==> config.mk <==
export PLATFORM = sky130hd
export DESIGN_NAME = ovl_fire_collector
export DESIGN_NICKNAME = d
export VERILOG_FILES = /design/src/rtl/ovl_fire_collector.sv
export SDC_FILE = /design/constraint.sdc
export NUM_CORES = 1
export LEC_CHECK = 0
export ABC_AREA = 0
export CAP_MARGIN = 40
export CORE_MARGIN = 8
export CORE_UTILIZATION = 47
export CTS_CLUSTER_SIZE = 28
export DETAILED_ROUTE_END_ITERATION = 12
export GPL_ROUTABILITY_DRIVEN = 0
export PLACE_DENSITY = 0.78
export SYNTH_ARGS = -nofsm -noshare
export SYNTH_HDL_FRONTEND = slang
export SYNTH_SLANG_ARGS = --single-unit
==> constraint.sdc <==
create_clock -name clk -period 4 [get_ports clk]
set_input_delay 1 -clock clk [delete_from_list [all_inputs] [get_ports clk]]
set_output_delay 1 -clock clk [all_outputs]
set_load 0.02 [all_outputs]
==> src/rtl/ovl_fire_collector.sv <==
// Collects per-checker fire pulses into pending flags and reports them one at a time, round-robin, over a valid/ready port.
// Optional statistics counters are built only when OVL_FIRE_COUNT_EN is defined; otherwise the counter ports read 0.
module ovl_fire_collector #(
    parameter int NUM_CHECKERS = 8,
    parameter int ID_WIDTH     = 3,
    parameter int CNT_WIDTH    = 8
) (
    input  logic                    clk,
    input  logic                    reset_n,
    input  logic                    enable,
    input  logic                    clear,
    input  logic [NUM_CHECKERS-1:0] fire_in,
    output logic                    rpt_valid,
    input  logic                    rpt_ready,
    output logic [ID_WIDTH-1:0]     rpt_id,
    output logic                    overrun,
    output logic [CNT_WIDTH-1:0]    fire_count,
    output logic [CNT_WIDTH-1:0]    overrun_count
);

    localparam logic [0:0] ST_IDLE    = 1'b0;
    localparam logic [0:0] ST_PRESENT = 1'b1;

    logic [0:0]              state;
    logic [NUM_CHECKERS-1:0] pending;
    logic [NUM_CHECKERS-1:0] fire_q;
    logic [NUM_CHECKERS-1:0] ack_mask;
    logic [NUM_CHECKERS-1:0] lost;
    logic [NUM_CHECKERS-1:0] pending_nxt;
    logic [ID_WIDTH-1:0]     last_id;

    // First set bit of req searching upward from last+1, wrapping at NUM_CHECKERS.
    function automatic logic [ID_WIDTH-1:0] rr_pick(input logic [NUM_CHECKERS-1:0] req,
                                                    input logic [ID_WIDTH-1:0]     last);
        logic found;
        int   idx;
        rr_pick = '0;
        found   = 1'b0;
        for (int k = 0; k < NUM_CHECKERS; k++) begin
            idx = (int'(last) + 1 + k) % NUM_CHECKERS;
            if (!found && req[idx]) begin
                rr_pick = ID_WIDTH'(idx);
                found   = 1'b1;
            end
        end
    endfunction

    // A fire landing on the same edge its flag is acknowledged re-arms the flag instead of being lost.
    always_comb begin
        fire_q      = enable ? fire_in : '0;
        ack_mask    = (state == ST_PRESENT && rpt_ready) ? (NUM_CHECKERS'(1) << rpt_id) : '0;
        lost        = fire_q & pending & ~ack_mask;
        pending_nxt = (pending & ~ack_mask) | fire_q;
    end

    assign rpt_valid = (state == ST_PRESENT);

    always_ff @(posedge clk or negedge reset_n) begin
        if (!reset_n) begin
            state   <= ST_IDLE;
            pending <= '0;
            rpt_id  <= '0;
            last_id <= ID_WIDTH'(NUM_CHECKERS - 1);
            overrun <= 1'b0;
        end else if (clear) begin
            state   <= ST_IDLE;
            pending <= '0;
            overrun <= 1'b0;
        end else begin
            pending <= pending_nxt;
            overrun <= |lost;
            case (state)
                ST_IDLE: begin
                    if (|pending) begin
                        rpt_id <= rr_pick(pending, last_id);
                        state  <= ST_PRESENT;
                    end
                end
                default: begin
                    if (rpt_ready) begin
                        last_id <= rpt_id;
                        state   <= ST_IDLE;
                    end
                end
            endcase
        end
    end

`ifdef OVL_FIRE_COUNT_EN
    localparam int SUM_W = CNT_WIDTH + 6;

    logic [NUM_CHECKERS-1:0] accepted;
    logic [CNT_WIDTH-1:0]    fire_cnt_q;
    logic [CNT_WIDTH-1:0]    ovr_cnt_q;

    function automatic logic [SUM_W-1:0] popcount(input logic [NUM_CHECKERS-1:0] v);
        popcount = '0;
        for (int i = 0; i < NUM_CHECKERS; i++) begin
            popcount = popcount + SUM_W'(v[i]);
        end
    endfunction

    function automatic logic [CNT_WIDTH-1:0] sat_add(input logic [CNT_WIDTH-1:0] a,
                                                     input logic [SUM_W-1:0]     b);
        logic [SUM_W-1:0] s;
        s = SUM_W'(a) + b;
        if (s > SUM_W'({CNT_WIDTH{1'b1}})) begin
            sat_add = '1;
        end else begin
            sat_add = s[CNT_WIDTH-1:0];
        end
    endfunction

    assign accepted = fire_q & ~lost;

    always_ff @(posedge clk or negedge reset_n) begin
        if (!reset_n) begin
            fire_cnt_q <= '0;
            ovr_cnt_q  <= '0;
        end else if (clear) begin
            fire_cnt_q <= '0;
            ovr_cnt_q  <= '0;
        end else begin
            fire_cnt_q <= sat_add(fire_cnt_q, popcount(accepted));
            ovr_cnt_q  <= sat_add(ovr_cnt_q, popcount(lost));
        end
    end

    assign fire_count    = fire_cnt_q;
    assign overrun_count = ovr_cnt_q;
`else
    assign fire_count    = '0;
    assign overrun_count = '0;
`endif

endmodule

# Word-level counts from Yosys, hierarchy flattened
# Index checks and enable logic that the tools add are counted.
# word_totals
reg_bits	16
elab_cells	132
output_inout_bits	21
input_bits	13
# classes
add_sub_neg	8
n_shift	1
n_lt_le_gt_ge	8
reduce_logical	27
n_bitwise	15
mux	68
# op_table
cell	n
1-bit 2-to-1 mux	49
4-bit by 5-bit < comparator with 1-bit output, second input constant	8
8-bit bitwise AND	3
1-bit binary-select mux with 3-bit select	8
3-bit 2-to-1 mux	8
8-bit 2-to-1 mux	3
3-bit OR reduction	8
8-bit OR reduction	2
3-bit adder, second input constant	4
1-bit bitwise AND, first input constant	8
1-bit logical AND	8
8-bit inverter	1
8-bit OR	1
1-bit by 3-bit left shift with 8-bit output, first input constant	1
1-bit zero test	7
3-bit by 1-bit adder with 3-bit output, second input constant	2
3-bit by 2-bit adder with 3-bit output, second input constant	2
3-bit AND reduction	2
1-bit inverter	2

# Logic depth before layout (Yosys ltp)
# Gate-level depths: netlist of run 1.
# depth
depth_word	49
ltp_mapped	12
depth_no_buf	8

# Worst setup path before layout of run 1
# Ideal clock, no wire load.
# synth_timing
path_kind	reg-to-reg
start	register last_id[0]
end	register rpt_id[1]
synth_period_minus_slack_ns	2.976
setup_ns	0.129
t_arrival_ns	2.847
t_required_ns	3.871
stages_incl_launch_ff	11
n_path_buf	2
path_slack_ns	1.024
path_cell_list	dfstp_2 buf_6 inv_1 ha_1 buf_6 mux4_2 mux2_2 nand4bb_1 o41ai_1 a21boi_2 a31oi_1
# synth_via
elab_chain_len	47
word_cells_on_any_way	82
classes_between	8 x add/sub; 60 x mux; 14 x reduce/logical
# synth_rtl
item	line	text
start, declared	30	logic [ID_WIDTH-1:0] last_id;
start signal, assigned	63	last_id <= ID_WIDTH'(NUM_CHECKERS - 1);
start signal, assigned	81	last_id <= rpt_id;
3-bit by 1-bit adder with 3-bit output (*)	40	idx = (int'(last) + 1 + k) % NUM_CHECKERS;
1-bit binary-select mux with 3-bit select	41	if (!found && req[idx]) begin
1-bit 2-to-1 mux (implied by the code) (2 in a row)	41	
1-bit 2-to-1 mux	41	
1-bit 2-to-1 mux	74	if (|pending) begin
1-bit 2-to-1 mux	72	case (state)
1-bit 2-to-1 mux	65	end else if (clear) begin
1-bit zero test	41	
[... 30 more ...]	n/a	
1-bit logical AND	41	
1-bit 2-to-1 mux	41	
1-bit 2-to-1 mux	74	
1-bit 2-to-1 mux	72	
1-bit 2-to-1 mux	65	
1-bit zero test	41	
1-bit logical AND	41	
3-bit 2-to-1 mux (*)	41	
end signal, assigned	75	rpt_id <= rr_pick(pending, last_id);
end, declared	15	output logic [ID_WIDTH-1:0] rpt_id,
# Mark *: on every way between the ends. The rest lies on a longest branch, timed or not. The select of a mux whose other input is x is not followed.
# A chain may end at the register's enable or synchronous reset.

# Worst setup path after layout of run 1
# Ends and elaborated chain as after synthesis.

==> flow_metrics.py, run 1 <==
metrics = {
    "run_status": {
        "status": "finished clean",
    },
    "clock_tree": {
        "cts_root_buf": "clkbuf_8",
        "postCtsResizedCells": 0,
        "h-tree-depth": 1,
        "clkTransAtPathRegs_ps": 70,
        "clock_sinks": 16,
        "cts-buffers-inserted": 3,
        "clk_latency_ps": 250,
        "cts_max_path_buffers": 2,
        "post_cts_buffers": 0,
        "cts_tree": "done",
        "cts_hold_buf": 0,
    },
    "timing": {
        "min_period_over_period": 0.878,
        "skew_ps": 4.59,
        "setup_tns_ps": 0,
        "hold_viol": 0,
        "rsz0062_at_grt": "no",
        "setup-violations-final": 0,
        "tightest_slew_ps": 737,
        "fin_crit_ps": 3510,
        "fmax_ghz": 0.285,
        "relSlewSlack": 0.507,
        "final-max-slew-violation-count": 0,
    },
    "synth": {
        "syn-cell-area_um2": 1930,
        "synth-seq-cells": 16,
        "ys_types": 58,
        "async_reset_ff_frac": 1.00,
        "yosysSeqAreaShare": 0.209,
        "syn_inst": 202,
        "yosys_warnings": 0,
        "syn_area_per_cell_um2": 9.55,
        "synthFlopType": "dfrtp_1",
        "synth_edf_count": 0,
    },
    "drt": {
        "drc": 0,
        "routed_wl_mm": 4.40,
        "vias": 1607,
        "ant_nets": 0,
        "first_pass_iters": 4,
        "drt_iter0_drc": 99,
        "routedWlPerCell_um": 17.1,
        "vias_per_cell": 6.23,
    },
    "global_route": {
        "grt_overflow_total": 0,
        "grt_usage": 0.139,
        "grt_max_degree": 18,
        "grt_pass1_wl_mm": 7.31,
        "grt_pass1_vias": 1531,
        "antenna_found_initial": 0,
    },
    "critical_path": {
        "cp-start-kind": "register",
        "reg2reg_depth": 9,
        "critical_path.cell_chain": "inv_1 -> ha_1 -> buf_4 -> mux4_1 -> mux2_2 -> nand4bb_1 -> o41ai_1 -> a21boi_2 -> a31oi_1",
        "worstSetupPathType": "register to register",
        "reg2reg_slack_ps": 490,
        "worstPathMaxFanout": 17,
        "max_stage_delay_ps": 710,
        "critPathBufInv": 2,
        "required_ps": 4130,
        "r2r_end": "rpt_id[1]$_DFFE_PN0P_",
        "critPathCaptureType": "register",
        "reg2reg_from": "last_id[0]$_DFFE_PN1P_",
        "crit_family": "multiplexers",
        "arrival_ps": 3640,
        "cp_slowest_cell": "dfstp_2",
    },
    "layout": {
        "nets": 224,
        "area_growth_pct": 8.04,
        "drive_gt1_frac": 0.173,
        "antenna-diode-count": 0,
        "finish.utilization": 0.525,
    },
    "power_and_ir_drop": {
        "vdd_drop_max_v": 0.000390,
        "combinationalPowerShare": 0.754,
        "pwr-share-seq": 0.170,
        "p_switching_w": 0.000900,
        "intPower_w": 0.000996,
        "power_density_nw_per_um2": 910,
        "switching_share": 0.475,
        "leakagePower_nw": 0.802,
        "p_clk_frac": 0.075,
    },
    "worst_hold_path": {
        "hold_depth": 2,
        "hold_class": "register to register",
        "min_to": "rpt_id[2]$_DFFE_PN0P_",
        "hp-start": "rpt_id[2]$_DFFE_PN0P_",
    },
    "die": {
        "die_y_um": 80.1,
        "initial_core_util": 0.486,
        "io_pins": 34,
        "placeableCoreArea_um2": 3970,
        "die_w_um": 80.1,
        "die_area_um2": 6410,
        "fp-row-count": 23,
    },
    "placement": {
        "io_buffers": 17,
        "hpwl_mm": 3.35,
    },
    "flow_run": {
        "maxCapViolations": 0,
    },
}
-- stage by stage --
| stage | area [um2] | hold slack (ps) | std cells | total power [W] | setup slack (ps) |
|---|---|---|---|---|---|
| after global placement | 2020 | 605 | 253 | 0.00171 | 570 |
| final | 2080 | 637 | 258 | 0.00190 | 489 |
| after floorplan | 1990 | 602 | 217 | 0.00152 | 1020 |
| after detailed placement | 2030 | 612 | 254 | 0.00174 | 522 |
| after CTS | 2080 | 632 | 258 | 0.00189 | 494 |
| after global routing | 2080 | 658 | 258 | 0.00205 | 153 |
-- metal layers --
layer	track usage	wire length (um)
met4	0.0309	51
met5	0	0
met1	0.186	2030
met2	0.226	2070
met3	0.0268	251
-- placed cells by master, fill, tap and decap left out, drive strengths merged, types with 4 or more instances in the layout --
master / n
clkdlybuf4s50: 17
o211ai: 6
a21oi: 13
clkbuf: 4
nor2: 5
nor4b: 4
nor4: 7
nand2b: 5
nand2: 16
mux2: 12
inv: 5
mux4: 11
dfrtp: 13
o21ai: 9
mux2i: 7
conb: 16
-- flip-flops by register name, indices dropped and copies added, names as in the netlist --
name	count
last_id	3
overrun	1
pending	8
rpt_id	3
rpt_valid	1
-- kinds of logic after synthesis --
family                     Yosys count  share of synthesized area
buffers and inverters               38                      0.119
muxes                               30                      0.247
xor gates and xnor gates             5                     0.0376
and+or+nand+nor                     54                      0.173
adders and majority gates            2                     0.0130
AOI/OAI and AO/OA                   56                      0.199
other                                1                    0.00194
DFF                                 16                      0.209
-- synthesized netlist by cell type, drive strengths merged (3+ instances only) --
cell	number	area [um2]
inv	5	18.8
nor4	7	56.3
o211ai	6	45.0
a211oi	3	22.5
nor3	3	15.0
nor2	5	18.8
o2111ai	3	26.3
o21ai	9	45.0
dfrtp	13	325
mux2	12	135
mux4	11	259
buf	26	185
mux2i	7	82.6
o31ai	3	22.5
nand2b	5	31.3
clkbuf	7	26.3
a21oi	13	65.1
dfstp	3	78.8
nand2	16	60.1
nor4b	4	47.6
a31oi	3	18.8
-- how the worst max path moves through the flow --
stage                                      start               endpoint  slack (ps)  cells past startpoint
after floorplan           last_id[0]$_DFFE_PN1P_  rpt_id[1]$_DFFE_PN0P_        1020                     10
after global placement    last_id[0]$_DFFE_PN1P_  rpt_id[0]$_DFFE_PN0P_         570                      9
after detailed placement  last_id[0]$_DFFE_PN1P_  rpt_id[1]$_DFFE_PN0P_         520                      9
after CTS                 last_id[0]$_DFFE_PN1P_  rpt_id[1]$_DFFE_PN0P_         490                      9
after global routing      last_id[0]$_DFFE_PN1P_  rpt_id[0]$_DFFE_PN0P_         150                      9
final                     last_id[0]$_DFFE_PN1P_  rpt_id[1]$_DFFE_PN0P_         490                      9
-- tightest hold or removal path: cells and delay by family, from the launching register on --
kind | cells | cell delay (ps)
flops | 1 | 460
simple gates | 1 | 90
compound gates | 1 | 50
-- power groups by stage --
| stage | Clock, W | Sequential [W] | Combinational (W) |
|---|---|---|---|
| floorplan | 0 | 0.000272 | 0.00125 |
| global placement | 0 | 0.000323 | 0.00139 |
| detailed placement | 0 | 0.000325 | 0.00141 |
| CTS | 0.000147 | 0.000323 | 0.00142 |
| global route | 0.000157 | 0.000339 | 0.00156 |
| finish | 0.000143 | 0.000323 | 0.00143 |
-- layout make-up --
cell class                      count  area (um2)
Inverter                            5        18.8
Fill cell                         371        1890
Timing Repair Buffer               20         193
Clock buffer                        4        55.1
Tap cell                           50        62.6
Multi-Input combinational cell    163        1350
Sequential cell                    16         404
Note: power is estimated with default switching activity, not from simulation.
==> inputs of run 2 (changes only) <==
--- a/config.mk
+++ b/config.mk
@@ -12,6 +12,7 @@
 export CTS_CLUSTER_SIZE = 28
 export DETAILED_ROUTE_END_ITERATION = 12
 export GPL_ROUTABILITY_DRIVEN = 0
+export GPL_TIMING_DRIVEN = 0
 export PLACE_DENSITY = 0.78
 export SYNTH_ARGS = -nofsm -noshare
 export SYNTH_HDL_FRONTEND = slang
==> run 2 against run 1 <==
Effect of this change:
- largest cell class unchanged
- clock-buffer cell count is the same
- final cell count up 11%
- sequential share of layout area decreased by 1.5 points
- register-to-register slack better by 190 ps
- critical path type unchanged
==> flow_metrics.py, run 2 (synthesis results as in run 1) <==
metrics = {
    "die": {
        "die_area_um2": 6410,
        "placeableCoreArea_um2": 3970,
        "initial_core_util": 0.486,
        "die_w_um": 80.1,
        "io_pins": 34,
        "fp-row-count": 23,
        "die_y_um": 80.1,
    },
    "global_route": {
        "grt_overflow_total": 0,
        "antenna_found_initial": 0,
        "grt_usage": 0.149,
        "grt_pass1_vias": 1549,
        "grt_max_degree": 17,
        "grt_pass1_wl_mm": 7.74,
    },
    "clock_tree": {
        "cts_max_path_buffers": 2,
        "clk_latency_ps": 250,
        "cts_hold_buf": 0,
        "cts-buffers-inserted": 3,
        "clock_sinks": 16,
        "h-tree-depth": 1,
        "post_cts_buffers": 0,
        "postCtsResizedCells": 0,
        "cts_tree": "done",
        "cts_root_buf": "clkbuf_8",
        "clkTransAtPathRegs_ps": 60,
    },
    "layout": {
        "largest_reg_flops": 8,
        "final_common_cell": "buf_4",
        "top_register": "pending",
        "nets": 253,
        "drive_gt1_frac": 0.241,
        "largest_registers": "pending x8, last_id x3, rpt_id x3",
        "area_growth_pct": 17.3,
        "finalInstanceArea_um2": 2260,
        "final_cell_mix": "buf_4 (18), nand2_1 (16), conb_1 (16), clkdlybuf4s50_1 (16)",
        "antenna-diode-count": 0,
        "fill_cells": 357,
    },
    "timing": {
        "layout_setup_ws_ps": 679,
        "setup_tns_ps": 0,
        "relSlewSlack": 0.486,
        "fin_hold_ws_ps": 597,
        "skew_ps": 2.07,
        "tightest_slew_ps": 764,
        "hold_viol": 0,
        "fin_crit_ps": 3320,
        "setup-violations-final": 0,
        "min_period_over_period": 0.830,
        "final-max-slew-violation-count": 0,
        "rsz0062_at_grt": "no",
        "fmax_ghz": 0.301,
    },
    "critical_path": {
        "max_stage_delay_ps": 590,
        "cp-startpoint": "last_id[0]$_DFFE_PN1P_",
        "crit_top_cell": "buf_6",
        "cp_slowest_cell": "dfstp_2",
        "worstPathMaxFanout": 10,
        "critical_path.cell_chain": "buf_6 -> inv_1 -> ha_1 -> buf_6 -> mux4_2 -> mux2_2 -> nand4bb_1 -> o41ai_1 -> a21boi_2 -> a31oi_1",
        "worstSetupPathType": "register to register",
        "arrival_ps": 3450,
        "reg2reg_from": "last_id[0]$_DFFE_PN1P_",
        "required_ps": 4130,
        "critPathCaptureType": "register",
        "cp-start-kind": "register",
        "reg2reg_slack_ps": 680,
    },
    "flow_run": {
        "maxCapViolations": 0,
    },
    "drt": {
        "first_pass_iters": 5,
        "drt_iter0_drc": 123,
        "vias": 1687,
        "routedWlPerCell_um": 16.6,
        "vias_per_cell": 5.88,
        "drc": 0,
        "ant_nets": 0,
        "routed_wl_mm": 4.76,
    },
    "placement": {
        "place_ws_ps": 721,
        "hpwl_mm": 3.63,
        "dpl_cell_area_um2": 2210,
        "io_buffers": 16,
    },
    "power_and_ir_drop": {
        "power_density_nw_per_um2": 872,
        "vdd_drop_max_v": 0.000416,
        "p_total_w": 0.00197,
        "leakagePower_nw": 0.921,
    },
    "run_status": {
        "status": "finished clean",
    },
    "worst_hold_path": {
        "hold_class": "register to register",
        "hp-start": "rpt_id[2]$_DFFE_PN0P_",
    },
}
## run 2: changes by cell type in the layout (fill, tap and decap cells not counted), sizes merged
cell           previous run  this run
buf                       3        26
clkbuf                    4        11
clkdlybuf4s50            17        16
## run 2: path summary, 6_finish.rpt
check                                   endpoint  cells after the start
max                        rpt_id[1]$_DFFE_PN0P_                     10
min                        rpt_id[2]$_DFFE_PN0P_                      2
max reg2reg                rpt_id[1]$_DFFE_PN0P_                     10
min reg2reg                rpt_id[2]$_DFFE_PN0P_                      2
max in group asynchronous   pending[1]$_DFF_PN0_                      1
min in group asynchronous      overrun$_DFF_PN0_                      1
## run 2: power by group
part	internal, W	switching [W]	total [W]
Clock	0.0000874	0.0000570	0.000144
Combinational	0.000737	0.000821	0.00156
Sequential	0.000212	0.0000597	0.000271
## run 2: layer usage
layer	GRT usage	wire, um	vias to the layer above
met5	0	0	-
met2	0.239	2320	48
li1	-	-	831
met1	0.202	2200	804
met4	0.0436	40	0
met3	0.0190	195	4
## run 2: layout make-up
type	count	area [um2]	share of cell area
multi-input combinational	163	1350	0.597
sequential	16	404	0.179
buffer	33	211	0.0934
timing repair buffer	16	160	0.0708
tap	50	62.6	0.0276
clock buffer	4	55.1	0.0243
inverter	5	18.8	0.00829
## run 2: metrics by stage
step | utilization | cells
5_1_grt | 0.570 | 287
4_1_cts | 0.570 | 287
3_5_place_dp | 0.556 | 283
3_3_place_gp | 0.556 | 283
6_report | 0.570 | 287
2_1_floorplan | - | 217
## run 2: worst max-delay path, delay by kind of cell, from the launching register on
kind	cells	cell delay [ps]
compound gates	3	600
fa+ha+maj	1	330
buf+inv	3	440
flops	1	590
mux	2	920
simple gates	1	290
==> inputs of run 3 (changes only) <==
==> constraint.sdc (replaced) <==
create_clock -name clk -period 3.24 [get_ports clk]
set_input_delay 0.81 -clock clk [delete_from_list [all_inputs] [get_ports clk]]
set_output_delay 0.81 -clock clk [all_outputs]
set_load 0.02 [all_outputs]
==> run 3 against run 2 <==
Effect of this change:
- power up 40%
- flip-flop and latch count unchanged
- combinational power up 44%
- critical endpoint unchanged
- highest routed layer unchanged
- clock-buffer cell count unchanged
==> flow_metrics.py, run 3 (synthesis results as in run 1) <==
metrics = {
    "critical_path": {
        "cp_slowest_cell": "mux4_2",
        "critical_path.cell_chain": "buf_8 -> clkinvlp_4 -> ha_4 -> buf_6 -> mux4_2 -> mux2_4 -> nand4bb_4 -> o41ai_2 -> a21boi_2 -> a31oi_1",
        "max_stage_delay_ps": 600,
        "cp-start-kind": "register",
        "crit_family": "multiplexers",
        "required_ps": 3360,
        "r2r_end": "rpt_id[1]$_DFFE_PN0P_",
        "cp-startpoint": "last_id[0]$_DFFE_PN1P_",
        "critPathCaptureType": "register",
        "reg2reg_depth": 10,
        "worstSetupPathType": "register to register",
        "reg2reg_slack_ps": 120,
        "critPathBufInv": 3,
        "worstPathMaxFanout": 10,
        "reg2reg_from": "last_id[0]$_DFFE_PN1P_",
        "path_depth": 10,
        "crit_end": "rpt_id[1]$_DFFE_PN0P_",
        "arrival_ps": 3240,
    },
    "drt": {
        "drc": 0,
        "dr_wl_met2_mm": 2.40,
        "vias": 1719,
        "drt_iter0_drc": 105,
        "highest_layer": "met4",
        "vias_per_cell": 5.89,
        "ant_nets": 0,
        "met3_length_um": 184,
        "wl_met1_mm": 2.28,
        "routedWlPerCell_um": 16.9,
        "first_pass_iters": 4,
        "routed_wl_mm": 4.94,
    },
    "clock_tree": {
        "cts_max_path_buffers": 2,
        "clk_latency_ps": 250,
        "cts_hold_buf": 0,
        "h-tree-depth": 1,
        "cts_tree": "done",
        "clkTransAtPathRegs_ps": 60,
        "cts_root_buf": "clkbuf_8",
        "cts-buffers-inserted": 3,
        "clock_sinks": 16,
    },
    "layout": {
        "fill_cells": 334,
        "final_cell_mix": "buf_4 (21), nand2_1 (16), conb_1 (16), clkdlybuf4s50_1 (16)",
        "nets": 258,
        "area_growth_pct": 25.2,
        "drive_gt1_frac": 0.289,
        "antenna-diode-count": 0,
        "stdcell_count": 292,
        "largest_reg_flops": 8,
        "final_common_cell": "buf_4",
        "top_register": "pending",
        "finalInstanceArea_um2": 2410,
        "largest_registers": "pending x8, last_id x3, rpt_id x3",
    },
    "die": {
        "die_y_um": 80.1,
        "die_area_um2": 6410,
        "placeableCoreArea_um2": 3970,
        "die_w_um": 80.1,
        "initial_core_util": 0.486,
        "io_pins": 34,
        "fp-row-count": 23,
    },
    "power_and_ir_drop": {
        "pwr-share-seq": 0.121,
        "vdd_drop_max_v": 0.000539,
        "leakagePower_nw": 0.968,
        "p_switching_w": 0.00130,
        "power_density_nw_per_um2": 1140,
        "intPower_w": 0.00146,
        "combinationalPowerShare": 0.815,
        "p_total_w": 0.00276,
        "p_clk_frac": 0.065,
        "switching_share": 0.471,
    },
    "timing": {
        "hold_viol": 0,
        "final-max-slew-violation-count": 0,
        "fmax_ghz": 0.321,
        "fin_crit_ps": 3120,
        "relSlewSlack": 0.490,
        "min_period_over_period": 0.962,
        "layout_setup_ws_ps": 124,
        "tightest_slew_ps": 760,
        "setup-violations-final": 0,
        "setup_tns_ps": 0,
        "skew_ps": 2.13,
    },
    "global_route": {
        "grt_max_degree": 17,
        "grt_overflow_total": 0,
        "grt_pass1_wl_mm": 7.91,
        "antenna_found_initial": 0,
        "grt_pass1_vias": 1587,
        "grt_usage": 0.152,
    },
    "placement": {
        "hpwl_mm": 3.63,
        "place_ws_ps": -38.6,
        "io_buffers": 16,
        "dpl_cell_area_um2": 2210,
        "dp.cells": 283,
    },
    "worst_hold_path": {
        "hp-start": "rpt_id[2]$_DFFE_PN0P_",
        "hold_class": "register to register",
    },
    "run_status": {
        "status": "finished clean",
    },
    "flow_run": {
        "maxCapViolations": 0,
    },
}
[run 3: changes by cell type in the layout (fill, tap and decap cells not counted), sizes merged]
cell,delta
buf,+5
inv,-1
clkinvlp,+1
[run 3: metal layers]
layer | vias to the layer above | global-route usage
met3 | 6 | 0.0201
met1 | 822 | 0.204
li1 | 845 | -
met4 | 0 | 0.0509
met5 | - | 0
met2 | 46 | 0.245
[run 3: repair_timing]
action | 4_1_cts | 5_1_grt
setup endpoints to repair | 3 | 3
pin swaps | 0 | 3
resized for setup | 8 | 8
cloned | 0 | 1
setup buffers | 2 | 2
[run 3: area by class of cell]
class                      count  area, um2  share of cell area
inverter                       5       22.5             0.00933
sequential                    16        404               0.167
buffer                        33        219              0.0907
multi-input combinational    163       1460               0.603
clock buffer                   4       55.1              0.0228
tap                           50       62.6              0.0259
timing repair buffer          21        195              0.0808
[run 3: worst min-delay path: cells and delay by family (launching register included)]
family	cells	cell delay, ps
AOI/OAI and AO/OA	1	70
DFF	1	420
and+or+nand+nor	1	70
[run 3: stage by stage]
step,util,hold WS (ps)
detailed placement,0.556,587
floorplan,-,514
global route,0.608,642
CTS,0.590,608
global placement,0.556,576
finish,0.608,600
[run 3: power by group through the flow]
stage / Clock [W] / Sequential (W) / Combinational [W]
3_5_place_dp: 0 / 0.000335 / 0.00190
5_1_grt: 0.000195 / 0.000341 / 0.00241
3_3_place_gp: 0 / 0.000336 / 0.00188
4_1_cts: 0.000184 / 0.000328 / 0.00208
2_1_floorplan: 0 / 0.000336 / 0.00154
6_report: 0.000178 / 0.000332 / 0.00224
[run 3: how the worst min path moves through the flow]
stage | to | slack [ps] | cells past startpoint
5_1_grt | rpt_id[2]$_DFFE_PN0P_ | 640 | 2
6_report | rpt_id[2]$_DFFE_PN0P_ | 600 | 2
3_3_place_gp | rpt_id[2]$_DFFE_PN0P_ | 580 | 2
4_1_cts | rpt_id[2]$_DFFE_PN0P_ | 610 | 2
3_5_place_dp | rpt_id[2]$_DFFE_PN0P_ | 590 | 2
2_1_floorplan | overrun$_DFF_PN0_ | 510 | 0
